===== src/rtl/sram_1rw_wmask_clr_if.sv =====
// rtl/sram_1rw_wmask_clr_if.sv - request/response bundle for the single-port SRAM model
interface sram_1rw_wmask_clr_if #(
    parameter int DATA_WIDTH = 8,
    parameter int ADDR_WIDTH = 4,
    parameter int NUM_WMASKS = 2
);
    logic                  csb0;
    logic                  web0;
    logic [NUM_WMASKS-1:0] wmask0;
    logic [ADDR_WIDTH-1:0] addr0;
    logic [DATA_WIDTH-1:0] din0;
    logic [DATA_WIDTH-1:0] dout0;
    logic                  dout_valid0;
    logic                  busy0;

    modport master (
        output csb0, web0, wmask0, addr0, din0,
        input  dout0, dout_valid0, busy0
    );

    modport slave (
        input  csb0, web0, wmask0, addr0, din0,
        output dout0, dout_valid0, busy0
    );
endinterface


===== src/rtl/sram_1rw_wmask_clr.sv =====
// rtl/sram_1rw_wmask_clr.sv - single-port SRAM with write mask, registered read and post-reset clear
module sram_1rw_wmask_clr #(
    parameter int                    DATA_WIDTH  = 8,
    parameter int                    ADDR_WIDTH  = 4,
    parameter int                    WRITE_SIZE  = 4,
    parameter int                    NUM_WMASKS  = DATA_WIDTH / WRITE_SIZE,
    parameter logic [DATA_WIDTH-1:0] CLEAR_VALUE = {DATA_WIDTH{1'b0}}
) (
    input  logic                 clk0,
    input  logic                 rst0,
    sram_1rw_wmask_clr_if.slave  bus
);
    localparam int                    RAM_DEPTH = 1 << ADDR_WIDTH;
    localparam logic [ADDR_WIDTH-1:0] LAST_ADDR = ADDR_WIDTH'(RAM_DEPTH - 1);

    // A word must split evenly into mask segments; refuse to elaborate otherwise.
    if ((DATA_WIDTH % WRITE_SIZE) != 0) begin : g_bad_write_size
        $error("DATA_WIDTH must be a multiple of WRITE_SIZE");
    end
    if (NUM_WMASKS != DATA_WIDTH / WRITE_SIZE) begin : g_bad_num_wmasks
        $error("NUM_WMASKS must equal DATA_WIDTH / WRITE_SIZE");
    end

    typedef enum logic {
        ST_CLEAR = 1'b0,
        ST_IDLE  = 1'b1
    } state_t;

    state_t                state;
    state_t                state_next;
    logic [ADDR_WIDTH-1:0] clr_cnt;
    logic [ADDR_WIDTH-1:0] clr_cnt_next;

    logic [DATA_WIDTH-1:0] mem [RAM_DEPTH];

    logic                  clr_we;
    logic                  req_ok;
    logic                  wr_en;
    logic                  rd_en;

    logic                  rd_pend;
    logic [ADDR_WIDTH-1:0] rd_addr;
    logic [DATA_WIDTH-1:0] dout_q;
    logic                  dout_valid_q;

    // Clear sequencer state and word counter; reset restarts the sweep from word 0.
    always_ff @(posedge clk0) begin
        if (rst0) begin
            state   <= ST_CLEAR;
            clr_cnt <= '0;
        end else begin
            state   <= state_next;
            clr_cnt <= clr_cnt_next;
        end
    end

    // Sweep one word per cycle; the counter parks on the last word so there is never a second pass.
    always_comb begin
        state_next   = state;
        clr_cnt_next = clr_cnt;
        case (state)
            ST_CLEAR: begin
                if (clr_cnt == LAST_ADDR) begin
                    state_next = ST_IDLE;
                end else begin
                    clr_cnt_next = clr_cnt + ADDR_WIDTH'(1);
                end
            end
            ST_IDLE: begin
                state_next = ST_IDLE;
            end
            default: begin
                state_next   = ST_CLEAR;
                clr_cnt_next = '0;
            end
        endcase
    end

    // Requests only count in IDLE; anything presented while clearing is dropped.
    always_comb begin
        clr_we = (state == ST_CLEAR) && !rst0;
        req_ok = (state == ST_IDLE) && !rst0 && !bus.csb0;
        wr_en  = req_ok && !bus.web0;
        rd_en  = req_ok && bus.web0;
    end

    // Storage: the clear sweep owns the array until IDLE; user writes honour the per-segment mask.
    always_ff @(posedge clk0) begin
        if (clr_we) begin
            mem[clr_cnt] <= CLEAR_VALUE;
        end else if (wr_en) begin
            for (int i = 0; i < NUM_WMASKS; i++) begin
                if (bus.wmask0[i]) begin
                    mem[bus.addr0][i*WRITE_SIZE +: WRITE_SIZE] <= bus.din0[i*WRITE_SIZE +: WRITE_SIZE];
                end
            end
        end
    end

    // Read pipeline: capture the request, then fetch the word on the following edge so earlier writes are visible.
    always_ff @(posedge clk0) begin
        if (rst0) begin
            rd_pend      <= 1'b0;
            rd_addr      <= '0;
            dout_q       <= '0;
            dout_valid_q <= 1'b0;
        end else begin
            rd_pend      <= rd_en;
            dout_valid_q <= rd_pend;
            if (rd_en) begin
                rd_addr <= bus.addr0;
            end
            if (rd_pend) begin
                dout_q <= mem[rd_addr];
            end
        end
    end

    assign bus.dout0       = dout_q;
    assign bus.dout_valid0 = dout_valid_q;
    assign bus.busy0       = (state == ST_CLEAR);

endmodule


===== src/flat_wrapper.sv =====
// flat-port wrapper written by rule: the top's interface ports become plain ports
module sram_1rw_wmask_clr_flat 
#(
    parameter int                    DATA_WIDTH  = 8,
    parameter int                    ADDR_WIDTH  = 4,
    parameter int                    WRITE_SIZE  = 4,
    parameter int                    NUM_WMASKS  = DATA_WIDTH / WRITE_SIZE,
    parameter logic [DATA_WIDTH-1:0] CLEAR_VALUE = {DATA_WIDTH{1'b0}}
)
  (clk0, rst0, bus_csb0, bus_web0, bus_wmask0, bus_addr0, bus_din0, bus_dout0, bus_dout_valid0, bus_busy0);
  sram_1rw_wmask_clr_if #(.DATA_WIDTH(DATA_WIDTH), .ADDR_WIDTH(ADDR_WIDTH), .NUM_WMASKS(NUM_WMASKS)) bus_i ();
  input  logic clk0;
  input  logic rst0;
  input wire logic [$bits(bus_i.csb0)-1:0] bus_csb0;
  input wire logic [$bits(bus_i.web0)-1:0] bus_web0;
  input wire logic [$bits(bus_i.wmask0)-1:0] bus_wmask0;
  input wire logic [$bits(bus_i.addr0)-1:0] bus_addr0;
  input wire logic [$bits(bus_i.din0)-1:0] bus_din0;
  output wire logic [$bits(bus_i.dout0)-1:0] bus_dout0;
  output wire logic [$bits(bus_i.dout_valid0)-1:0] bus_dout_valid0;
  output wire logic [$bits(bus_i.busy0)-1:0] bus_busy0;
  assign bus_i.csb0 = bus_csb0;
  assign bus_i.web0 = bus_web0;
  assign bus_i.wmask0 = bus_wmask0;
  assign bus_i.addr0 = bus_addr0;
  assign bus_i.din0 = bus_din0;
  assign bus_dout0 = bus_i.dout0;
  assign bus_dout_valid0 = bus_i.dout_valid0;
  assign bus_busy0 = bus_i.busy0;
  sram_1rw_wmask_clr #(.DATA_WIDTH(DATA_WIDTH), .ADDR_WIDTH(ADDR_WIDTH), .WRITE_SIZE(WRITE_SIZE), .NUM_WMASKS(NUM_WMASKS), .CLEAR_VALUE(CLEAR_VALUE)) u_core (.clk0(clk0), .rst0(rst0), .bus(bus_i));
endmodule

===== config.mk =====
export PLATFORM = sky130hd
export DESIGN_NAME = sram_1rw_wmask_clr_flat
export DESIGN_NICKNAME = d
export VERILOG_FILES = /design/src/rtl/sram_1rw_wmask_clr_if.sv /design/src/rtl/sram_1rw_wmask_clr.sv /design/src/flat_wrapper.sv
export SDC_FILE = /design/constraint.sdc
export NUM_CORES = 1
export LEC_CHECK = 0
export BUFFER_PORTS_ARGS = -buffer_cell sky130_fd_sc_hd__buf_2
export CAP_MARGIN = 20
export CORE_UTILIZATION = 50
export DETAILED_ROUTE_END_ITERATION = 12
export GPL_TIMING_DRIVEN = 0
export PLACE_DENSITY = 0.67
export SLEW_MARGIN = 10
export SYNTH_ARGS = -nofsm -noshare
export SYNTH_HDL_FRONTEND = slang
export SYNTH_SLANG_ARGS = --single-unit

===== constraint.sdc =====
create_clock -name clk0 -period 4.95 [get_ports clk0]
set_clock_uncertainty 0.1 [all_clocks]
set_input_delay 0.2475 -clock clk0 [delete_from_list [all_inputs] [get_ports clk0]]
set_output_delay 0.2475 -clock clk0 [all_outputs]
set_load 0.02 [all_outputs]

* After elaboration in Yosys (flattened, before gate mapping) *
Memory sizes are Yosys's and may differ from the RTL's. A register that Yosys moved wholly into a read port is not among the register bits.
Index checks and enable logic that the tools add are counted.

operators by class
  add/sub/neg operators = 1
  reductions and logical operators = 10
  eq/ne operators = 1
  mux-type cells = 15
  bitwise gates (word level) = 2

operators with widths
  operator                                                       count
  1-bit two-way mux                                              11
  8-bit two-way mux                                              1
  8-bit OR reduction                                             1
  1-bit logical AND                                              5
  4-bit by 1-bit adder with 4-bit output, second input constant  1
  4-bit == test, second input constant                           1
  4-bit two-way mux                                              1
  1-bit zero test                                                3
  2-bit two-way mux                                              1
  1-bit inverter                                                 2
  1-bit one-hot mux with 2 select lines                          1
  2-bit AND reduction                                            1

storage, ports and cells
  bits in writable memories = 128
  register bits after elaboration = 11
  memories kept = 1

memory list
  memory      words  width  rd ports  clocked after memory_dff  write ports  RTL line                  RTL
  u_core.mem  16     8      1         1                         1            sram_1rw_wmask_clr.sv:34  logic [DATA_WIDTH-1:0] mem [RAM_DEPTH];

* Depth between registers and ports, before layout *
Gate-level depths: netlist of run 1.

  word-level depth = 9
  gate-level depth with buffers = 6

* Worst setup path before layout of run 1 *
OpenSTA, ideal clock, no wires.

  kind = input to register
  start = input port rst0
  end = memory u_core.mem[0][0] (enable)
  path slack = 2848 ps
  data required time = 4569 ps
  arrival time = 1721 ps
  stages on the path = 5
  path buffers = 1
  cells stage by stage = buf_6 or4b_4 nor2_4 mux2i_1 nor2_1

on the way
  cells in the longest elaborated chain, start to end = 9
  elaborated cells on any way between the ends = 16

RTL lines
  element                                                           RTL line                                            RTL
  start, declared                                                   flat_wrapper.sv:13                                  input logic rst0;
  1-bit zero test *                                                 sram_1rw_wmask_clr.sv:81, sram_1rw_wmask_clr.sv:82
  1-bit logical AND (2 in a row)                                    sram_1rw_wmask_clr.sv:82                            req_ok = (state == ST_IDLE) && !rst0 && !bus.csb0;
  1-bit logical AND                                                 sram_1rw_wmask_clr.sv:83                            wr_en = req_ok && !bus.web0;
  1-bit two-way mux                                                 sram_1rw_wmask_clr.sv:91                            end else if (wr_en) begin
  1-bit two-way mux                                                 sram_1rw_wmask_clr.sv:89                            if (clr_we) begin
  1-bit two-way mux (implied by the code)                           sram_1rw_wmask_clr.sv:94                            mem[bus.addr0][i*WRITE_SIZE +: WRITE_SIZE] <= bus.din0[i*WRITE_SIZE +: WRITE_SIZE];
  8-bit OR reduction (no line)                                      -
  4-bit two-way mux (no line) or 2-bit two-way mux (tied branches)  -
  end, declared                                                     sram_1rw_wmask_clr.sv:34

Mark *: on every way between the ends. The rest lies on a longest branch, timed or not.

* Worst setup path in the final report of run 1 *
  start = input port rst0
  end = memory u_core.mem[4][2] (enable)

The elaborated chain is that of the path after synthesis.

==> results of run 1 <==
[per-layer routing]
| layer | global-route usage (%) | part of all wire [%] |
|---|---|---|
| met5 | 0 | 0 |
| met4 | 8.44 | 1.4 |
| met2 | 33.7 | 48 |
| met1 | 28.7 | 44 |
| met3 | 5.55 | 6.3 |
[cell type report]
type / count / area, um^2 / share of cell area [%]
Multi-Input combinational cell: 251 / 1720 / 24.9
Clock buffer: 18 / 429 / 6.23
Sequential cell: 147 / 4220 / 61.3
Clock inverter: 14 / 92.6 / 1.34
Timing Repair Buffer: 28 / 150 / 2.18
Buffer: 20 / 90.1 / 1.31
Tap cell: 143 / 179 / 2.60
Inverter: 3 / 11.3 / 0.163
[cells in the mapped netlist, types with 2 or more instances]
cell type	count	share of area [%]
o21ai_2	2	0.29
nor4b_2	2	0.50
and3_1	8	0.83
nor4b_4	2	0.79
a21oi_1	17	1.4
nand2_1	23	1.4
nor2_1	41	2.5
nand3_1	24	2.0
o21ai_1	4	0.33
nand2b_1	8	0.83
inv_1	3	0.19
a31oi_1	4	0.41
buf_2	6	0.50
a22oi_1	24	3.0
mux2i_1	66	11
dfxtp_1	19	6.3
clkbuf_1	13	0.81
nor3_1	2	0.17
o21ai_0	6	0.50
edfxtp_1	128	64
nor2b_1	4	0.41
or3b_2	2	0.29
[cell families (layout without fill, tap and decap cells)]
kind of cell,after synthesis,in the layout
flops,147,147
simple gates,124,124
mux,66,66
compound gates,58,58
buf+inv,23,83
xor+xnor,2,2
fa+ha+maj,1,1
[tightest hold or removal path: stages]
cell and delay, ns:
buf_2 0.14, nand2_1 0.07, o21ai_0 0.08
[final timing paths]
check | slack (ns) | from | cells after the start | endpoint
setup / recovery | 2.12 | rst0 | 6 | u_core.mem[4][2]
setup reg to reg | 2.24 | u_core.state | 4 | u_core.mem[4][2]
hold / removal | 0.05 | bus_addr0[0] | 3 | u_core.rd_addr[0]
hold reg to reg | 0.36 | u_core.bus.dout0[6] | 2 | u_core.bus.dout0[6]
[sequential cells by signal, indices dropped and copies added (netlist names)]
register and flops:
u_core.bus.dout0 8, u_core.bus.dout_valid0 1, u_core.clr_cnt 4, u_core.mem 128, u_core.rd_addr 4, u_core.rd_pend 1
u_core.state 1
[where the power goes]
part / total [mW] / switching (mW) / internal (mW) / leakage [nW]
Combinational: 0.0660 / 0.0444 / 0.0215 / 0.698
Sequential: 1.35 / 0.00612 / 1.34 / 1.39
Clock: 1.12 / 0.484 / 0.633 / 0.247
Total: 2.53 / 0.535 / 2.00 / 2.34
==> flow_metrics.env, run 1 <==
export IMPL_dp_hpwl_um=8480
export IMPL_synth_top_family_by_area="simple AND/OR/NAND/NOR gates"
export IMPL_insertion_delay_ns=0.42
export IMPL_dp_cells=590
export IMPL_holdWs_ns=0.0514
export IMPL_cts_inserted_buffers=17
export IMPL_preCtsSetupSlack_ns=2.33
export IMPL_drv_slew=0
export IMPL_layout_common_cells="edfxtp_1, mux2i_1, nor2_1"
export IMPL_cts_buffer_depth=2
export IMPL_ios=28
export IMPL_n_fill_cell=892
export IMPL_place_area_um2=6350
export IMPL_power_mw=2.53
export IMPL_grt_pass1_vias=3544
export IMPL_path_buf_inv=2
export IMPL_post_synth_mux_area_share_pct=10.9
export IMPL_totalWireLength_um=12400
export IMPL_syn_nets=440
export IMPL_grt_max_degree=17
export IMPL_hold_violations=0
export IMPL_leakage_nw=2.34
export IMPL_maxCapViolations=0
export IMPL_die_h_um=112
export IMPL_slowest_delay_ns=0.82
export IMPL_ys_seq_elements=147
export IMPL_root_buffer="clkbuf_16"
export IMPL_critical_path_top_delay_family="simple AND/OR/NAND/NOR gates"
export IMPL_cts_hold_fix_buffers=2
export IMPL_mostFrequentLayoutCell="edfxtp_1"
export IMPL_crit_path_start_kind="primary input"
export IMPL_drtAntennaViolNets=0
export IMPL_grt_antenna_before_repair=0
export IMPL_clkSlewWorstSetupHoldPaths_ns=0.06
export IMPL_synth_xor_area_share_pct=0.290
export IMPL_worst_slew_pin_slew_ns=1.03
export IMPL_required_ns=4.96
export IMPL_gp_congestion=0.847
export IMPL_drt_wirelength_per_cell_um=19.9
export IMPL_rows=39
export IMPL_fin_nets=487
export IMPL_synth_edf_count=128
export IMPL_routed_via_density=5.76
export IMPL_cp_arrival_ns=2.84
export IMPL_cts_setup_buffers=0
export IMPL_period_share_pct=57.2
export IMPL_yosysUniqueCellTypes=35
export IMPL_dieWidth_um=112
export IMPL_design_area_um2=6890
export IMPL_start_util_pct=52.0
export IMPL_max_freq_mhz=353
export IMPL_rsz0062_at_grt="no"
export IMPL_synth_main_ff_cell="edfxtp_1"
export IMPL_syn_area_um2=6040
export IMPL_drc=0
export IMPL_io_buffers=26
export IMPL_drt_iter0_markers=222
export IMPL_clkSinkCount=147
export IMPL_synth_compound_area_share_pct=6.05
export IMPL_min_path_type="in -> reg"
export IMPL_ys_warn_count=0
export IMPL_setup_ws_ns=2.12
export IMPL_path_max_fanout=8
export IMPL_synthAdderAreaFrac_pct=0.207
export IMPL_coreArea_um2=11600
export IMPL_post_route_util_pct=59.4
export IMPL_worst_path_max_delay_cell="mux2i_1"
export IMPL_overflow=0
export IMPL_yosysSeqAreaShare_pct=69.9
export IMPL_synthArstFlopShare_pct=0
export IMPL_cts_resized_gates=0
export IMPL_cts_tree="yes"
export IMPL_drive_gt1_share_pct=15.4
export IMPL_synth_simple_gate_area_share_pct=11.0
export IMPL_grtUsageTotal_pct=21.4
export IMPL_setup_viol=0
export IMPL_worst_setup_path_end_kind="flop"
export IMPL_vias=3593
export IMPL_area_delta_synth_final_pct=14.1
export IMPL_cts_htree_levels=4
export IMPL_grt_pass1_wl_um=19400
export IMPL_p_per_area_nw_per_um2=368
export IMPL_die_area_um2=12500
export IMPL_instances_no_fill=624
export IMPL_synth_avg_cell_area_um2=14.4
export IMPL_slew_headroom_pct=31.0
export IMPL_synthCells=421
export IMPL_critPathKind="in -> reg"
export IMPL_first_pass_iters=5
export IMPL_fin_tns_setup_ns=0
export IMPL_layout_min_cycle_time_ns=2.83
export IMPL_status="completed"
export IMPL_crit_chain="dlygate4sd3_1 -> buf_6 -> or4b_4 -> nor2_4 -> mux2i_1 -> nor2_1"
export IMPL_ir_drop_v=0.000219
export IMPL_diodes=0
No activity file was read; power rests on OpenSTA's default activity.
==> inputs of run 2 (changes only) <==
PLACE_DENSITY = 0.7   (was 0.67)
clock period = 2.3 ns   (was 4.95 ns; I/O delays follow)
==> flow_metrics.env, run 2 (synthesized netlist as in run 1, its figures left out) <==
export IMPL_status="complete, but fails checks"
export IMPL_violations="design-rule violations"
export IMPL_p_per_area_nw_per_um2=807
export IMPL_slew_headroom_pct=40.8
export IMPL_worst_slew_pin_slew_ns=0.888
export IMPL_period_share_pct=98.2
export IMPL_root_buffer="clkbuf_16"
export IMPL_maxCapViolations=0
export IMPL_instances_no_fill=631
export IMPL_clkPwrFrac_pct=46.9
export IMPL_fin_tns_setup_ns=0
export IMPL_holdWs_ns=0.130
export IMPL_setup_ws_ns=0.0416
export IMPL_layout_min_cycle_time_ns=2.26
export IMPL_ir_drop_v=0.000549
export IMPL_regMostFlops="u_core.mem"
export IMPL_drv_slew=0
export IMPL_drt_wirelength_per_cell_um=20.2
export IMPL_leakage_nw=2.41
export IMPL_switching_share_pct=20.1
export IMPL_dieWidth_um=112
export IMPL_power_frac_comb_pct=3.3
export IMPL_dp_cells=590
export IMPL_drt_iter0_markers=244
export IMPL_coreArea_um2=11600
export IMPL_mostFrequentLayoutCell="edfxtp_1"
export IMPL_grtUsageTotal_pct=21.6
export IMPL_power_mw=5.84
export IMPL_first_pass_iters=9
export IMPL_drc=1
export IMPL_pwr_share_seq_pct=49.8
export IMPL_routed_via_density=5.81
export IMPL_design_area_um2=7230
export IMPL_drive_gt1_share_pct=24.4
export IMPL_critPathKind="reg -> reg"
export IMPL_preCtsSetupSlack_ns=-0.313
export IMPL_switchingPower_mw=1.18
export IMPL_fin_nets=494
export IMPL_dp_hpwl_um=8300
export IMPL_post_route_util_pct=62.2
export IMPL_required_ns=2.31
export IMPL_setup_viol=0
export IMPL_start_util_pct=52.0
export IMPL_largest_register_ffs=128
export IMPL_overflow=0
export IMPL_gp_congestion=0.802
export IMPL_rows=39
export IMPL_crit_path_start_kind="flop"
export IMPL_die_h_um=112
export IMPL_n_fill_cell=874
export IMPL_clkSlewWorstSetupHoldPaths_ns=0.06
export IMPL_hold_violations=0
export IMPL_ios=28
export IMPL_grt_pass1_wl_um=19500
export IMPL_power_internal_mw=4.66
export IMPL_die_area_um2=12500
export IMPL_io_buffers=26
export IMPL_min_path_type="in -> reg"
export IMPL_layout_common_cells="edfxtp_1, mux2i_1, buf_2"
export IMPL_grt_max_degree=17
export IMPL_cts_buffer_depth=2
export IMPL_insertion_delay_ns=0.42
export IMPL_diodes=0
export IMPL_area_delta_synth_final_pct=19.6
export IMPL_worst_setup_path_end_kind="flop"
export IMPL_grt_antenna_before_repair=0
export IMPL_path_max_fanout=7
export IMPL_clkSinkCount=147
export IMPL_grt_pass1_vias=3520
export IMPL_cts_inserted_buffers=17
export IMPL_max_freq_mhz=443
export IMPL_drtAntennaViolNets=0
export IMPL_rsz0062_at_grt="yes"
export IMPL_totalWireLength_um=12800
export IMPL_vias=3667
export IMPL_cts_htree_levels=4
export IMPL_cp_arrival_ns=2.26
export IMPL_place_area_um2=6350
export IMPL_cts_tree="yes"
## run 2: cell types whose count changed in the layout (fill, tap and decap cells not counted), sizes merged
cell,before,now
clkinv,10,5
dlygate4sd3,2,7
bufinv,0,3
buf,33,35
clkbuf,31,32
inv,3,4
## run 2: final timing paths
check | start | end | slack, ns | cells past startpoint
min | rst0 | u_core.state | 0.13 | 3
max reg2reg | u_core.state | u_core.mem[4][2] | 0.04 | 4
max | u_core.state | u_core.mem[4][2] | 0.04 | 4
min reg2reg | u_core.bus.dout0[6] | u_core.bus.dout0[6] | 0.36 | 2
## run 2: area by class of cell
cell class	count	area, um^2	area share, %
Sequential cell	147	4230	58.4
Multi-Input combinational cell	251	1910	26.5
Clock buffer	19	433	5.99
Timing Repair Buffer	35	215	2.98
Tap cell	143	179	2.47
Clock inverter	13	160	2.22
Buffer	20	91.3	1.26
Inverter	3	11.3	0.156
## run 2: critical path, stage by stage, from the launching register on
cell and delay (ns):
dfxtp_2 0.38, or4b_4 0.56, nor4b_2 0.41, o21ai_2 0.23
nor2_2 0.26
## run 2: per-layer routing
metal	track usage [%]	up-vias	part of all wire (%)
li1	-	1718	-
met1	29.2	1780	44
met2	33.7	148	49
met3	4.68	21	6.5
met4	9.87	0	1.5
met5	0	-	0
## run 2: timing repair
item,4_1_cts,5_1_grt
setup endpoints to repair,128,256
gates cloned,0,0
buffers inserted,0,2
hold buffers,7,0
resized for setup,23,34
pin swaps,1,4
endpoints found under the hold margin,6,0
## run 2: power by group through the flow
| stage | Combinational (mW) | Clock (mW) | Sequential, mW |
|---|---|---|---|
| floorplan | 0.0826 | 0 | 2.96 |
| global placement | 0.133 | 0 | 2.96 |
| detailed placement | 0.138 | 0 | 2.96 |
| CTS | 0.162 | 2.75 | 2.91 |
| global route | 0.207 | 2.86 | 2.91 |
| finish | 0.195 | 2.74 | 2.91 |
==> inputs of run 3 (changes only) <==
CELL_PAD_IN_SITES_DETAIL_PLACEMENT = 1   (was not set)
CELL_PAD_IN_SITES_GLOBAL_PLACEMENT = 1   (was not set)
CORE_UTILIZATION = 46   (was 50)
PLACE_DENSITY = 0.86   (was 0.7)
==> flow_metrics.env, run 3 (synthesized netlist as in run 1, its figures left out) <==
export IMPL_worst_slew_pin_slew_ns=0.916
export IMPL_max_freq_mhz=441
export IMPL_period_share_pct=98.6
export IMPL_cts_buffer_depth=2
export IMPL_critPathLaunch="u_core.state"
export IMPL_status="completed"
export IMPL_regMostFlops="u_core.mem"
export IMPL_power_internal_mw=4.55
export IMPL_root_buffer="clkbuf_16"
export IMPL_largest_register_ffs=128
export IMPL_worst_path_max_delay_cell="or4b_4"
export IMPL_dp_hpwl_um=10500
export IMPL_cts_tree="yes"
export IMPL_routed_via_density=5.91
export IMPL_cp_arrival_ns=2.28
export IMPL_drive_gt1_share_pct=25.7
export IMPL_power_frac_comb_pct=3.6
export IMPL_drv_slew=0
export IMPL_crit_path_start_kind="flop"
export IMPL_clkPwrFrac_pct=46.3
export IMPL_drc=0
export IMPL_maxCapViolations=0
export IMPL_crit_chain="or4b_4 -> nor4b_4 -> buf_4 -> o21ai_4 -> nor2_2"
export IMPL_dieWidth_um=117
export IMPL_leakage_nw=2.44
export IMPL_pwr_share_seq_pct=50.1
export IMPL_insertion_delay_ns=0.43
export IMPL_ir_drop_v=0.000580
export IMPL_io_buffers=26
export IMPL_layout_min_cycle_time_ns=2.27
export IMPL_critPathKind="reg -> reg"
export IMPL_cts_inserted_buffers=17
export IMPL_hold_violations=0
export IMPL_grt_antenna_before_repair=0
export IMPL_clkSinkCount=147
export IMPL_switchingPower_mw=1.26
export IMPL_first_pass_iters=4
export IMPL_setup_viol=0
export IMPL_overflow=0
export IMPL_fin_tns_setup_ns=0
export IMPL_worst_setup_path_end_kind="flop"
export IMPL_diodes=0
export IMPL_min_path_type="in -> reg"
export IMPL_grt_pass1_vias=4100
export IMPL_vias=3919
export IMPL_reg2reg_from="u_core.state"
export IMPL_drt_wirelength_per_cell_um=24.0
export IMPL_grt_max_degree=17
export IMPL_path_max_fanout=7
export IMPL_switching_share_pct=21.7
export IMPL_die_area_um2=13600
export IMPL_slew_headroom_pct=38.9
export IMPL_grtUsageTotal_pct=25.4
export IMPL_rows=41
export IMPL_power_mw=5.81
export IMPL_p_per_area_nw_per_um2=795
export IMPL_mostFrequentLayoutCell="edfxtp_1"
export IMPL_gp_congestion=0.831
export IMPL_fin_nets=497
export IMPL_area_delta_synth_final_pct=20.9
export IMPL_grt_pass1_wl_um=23900
export IMPL_totalWireLength_um=15900
export IMPL_die_h_um=117
export IMPL_ios=28
export IMPL_drtAntennaViolNets=0
export IMPL_clkSlewWorstSetupHoldPaths_ns=0.06
export IMPL_start_util_pct=47.5
export IMPL_holdWs_ns=0.135
export IMPL_holdCritStartpoint="bus_web0"
export IMPL_coreArea_um2=12700
export IMPL_drt_iter0_markers=256
export IMPL_cts_htree_levels=4
export IMPL_layout_common_cells="edfxtp_1, mux2i_1, buf_2"
export IMPL_required_ns=2.31
export IMPL_slowest_delay_ns=0.57
[run 3: power groups by stage]
stage,Combinational [mW],Clock (mW),Sequential [mW]
after floorplan,0.0826,0,2.96
after global placement,0.133,0,2.96
after detailed placement,0.145,0,2.97
after CTS,0.198,2.70,2.91
after global routing,0.223,2.79,2.91
final,0.211,2.69,2.91
[run 3: metal layers]
layer	share of wire (%)	global-route usage, %
met5	0	0
met4	3.1	12.2
met3	6.0	6.85
met2	51	42.4
met1	40	30.6
[run 3: critical path: cells and delay by family, from the launching register on]
kind,cells,cell delay (ns)
buf+inv,1,0.19
flops,1,0.39
simple gates,3,1.16
compound gates,1,0.11
[run 3: layout make-up]
class	count	area, um^2
Buffer	20	92.6
Clock inverter	15	141
Sequential cell	147	4230
Timing Repair Buffer	38	263
Tap cell	172	215
Fill cell	1265	5420
Multi-Input combinational cell	251	1930
Clock buffer	17	425
Inverter	3	11.3
[run 3: through the flow]
step	worst slack (ns)	util (%)	cells	cell area [um^2]
2_1_floorplan	0.232	-	421	6040
3_3_place_gp	-0.434	50.2	619	6390
3_5_place_dp	-0.476	50.2	619	6390
4_1_cts	-0.0149	57.0	662	7250
6_report	0.0315	57.4	663	7310
5_1_grt	-0.0118	57.4	663	7310
[run 3: repair_timing]
action,4_1_cts,5_1_grt
resized for setup,49,14
endpoints found under the hold margin,6,0
setup endpoints to repair,144,221
cloned,0,0
pin swaps,5,5
setup buffers,4,1
hold buffers,7,0
[run 3: final timing paths]
check | end | slack [ns] | cells past startpoint
max reg2reg | u_core.mem[5][6] | 0.03 | 5
max | u_core.mem[5][6] | 0.03 | 5
min reg2reg | u_core.bus.dout0[0] | 0.35 | 2
min | u_core.rd_addr[3] | 0.13 | 3
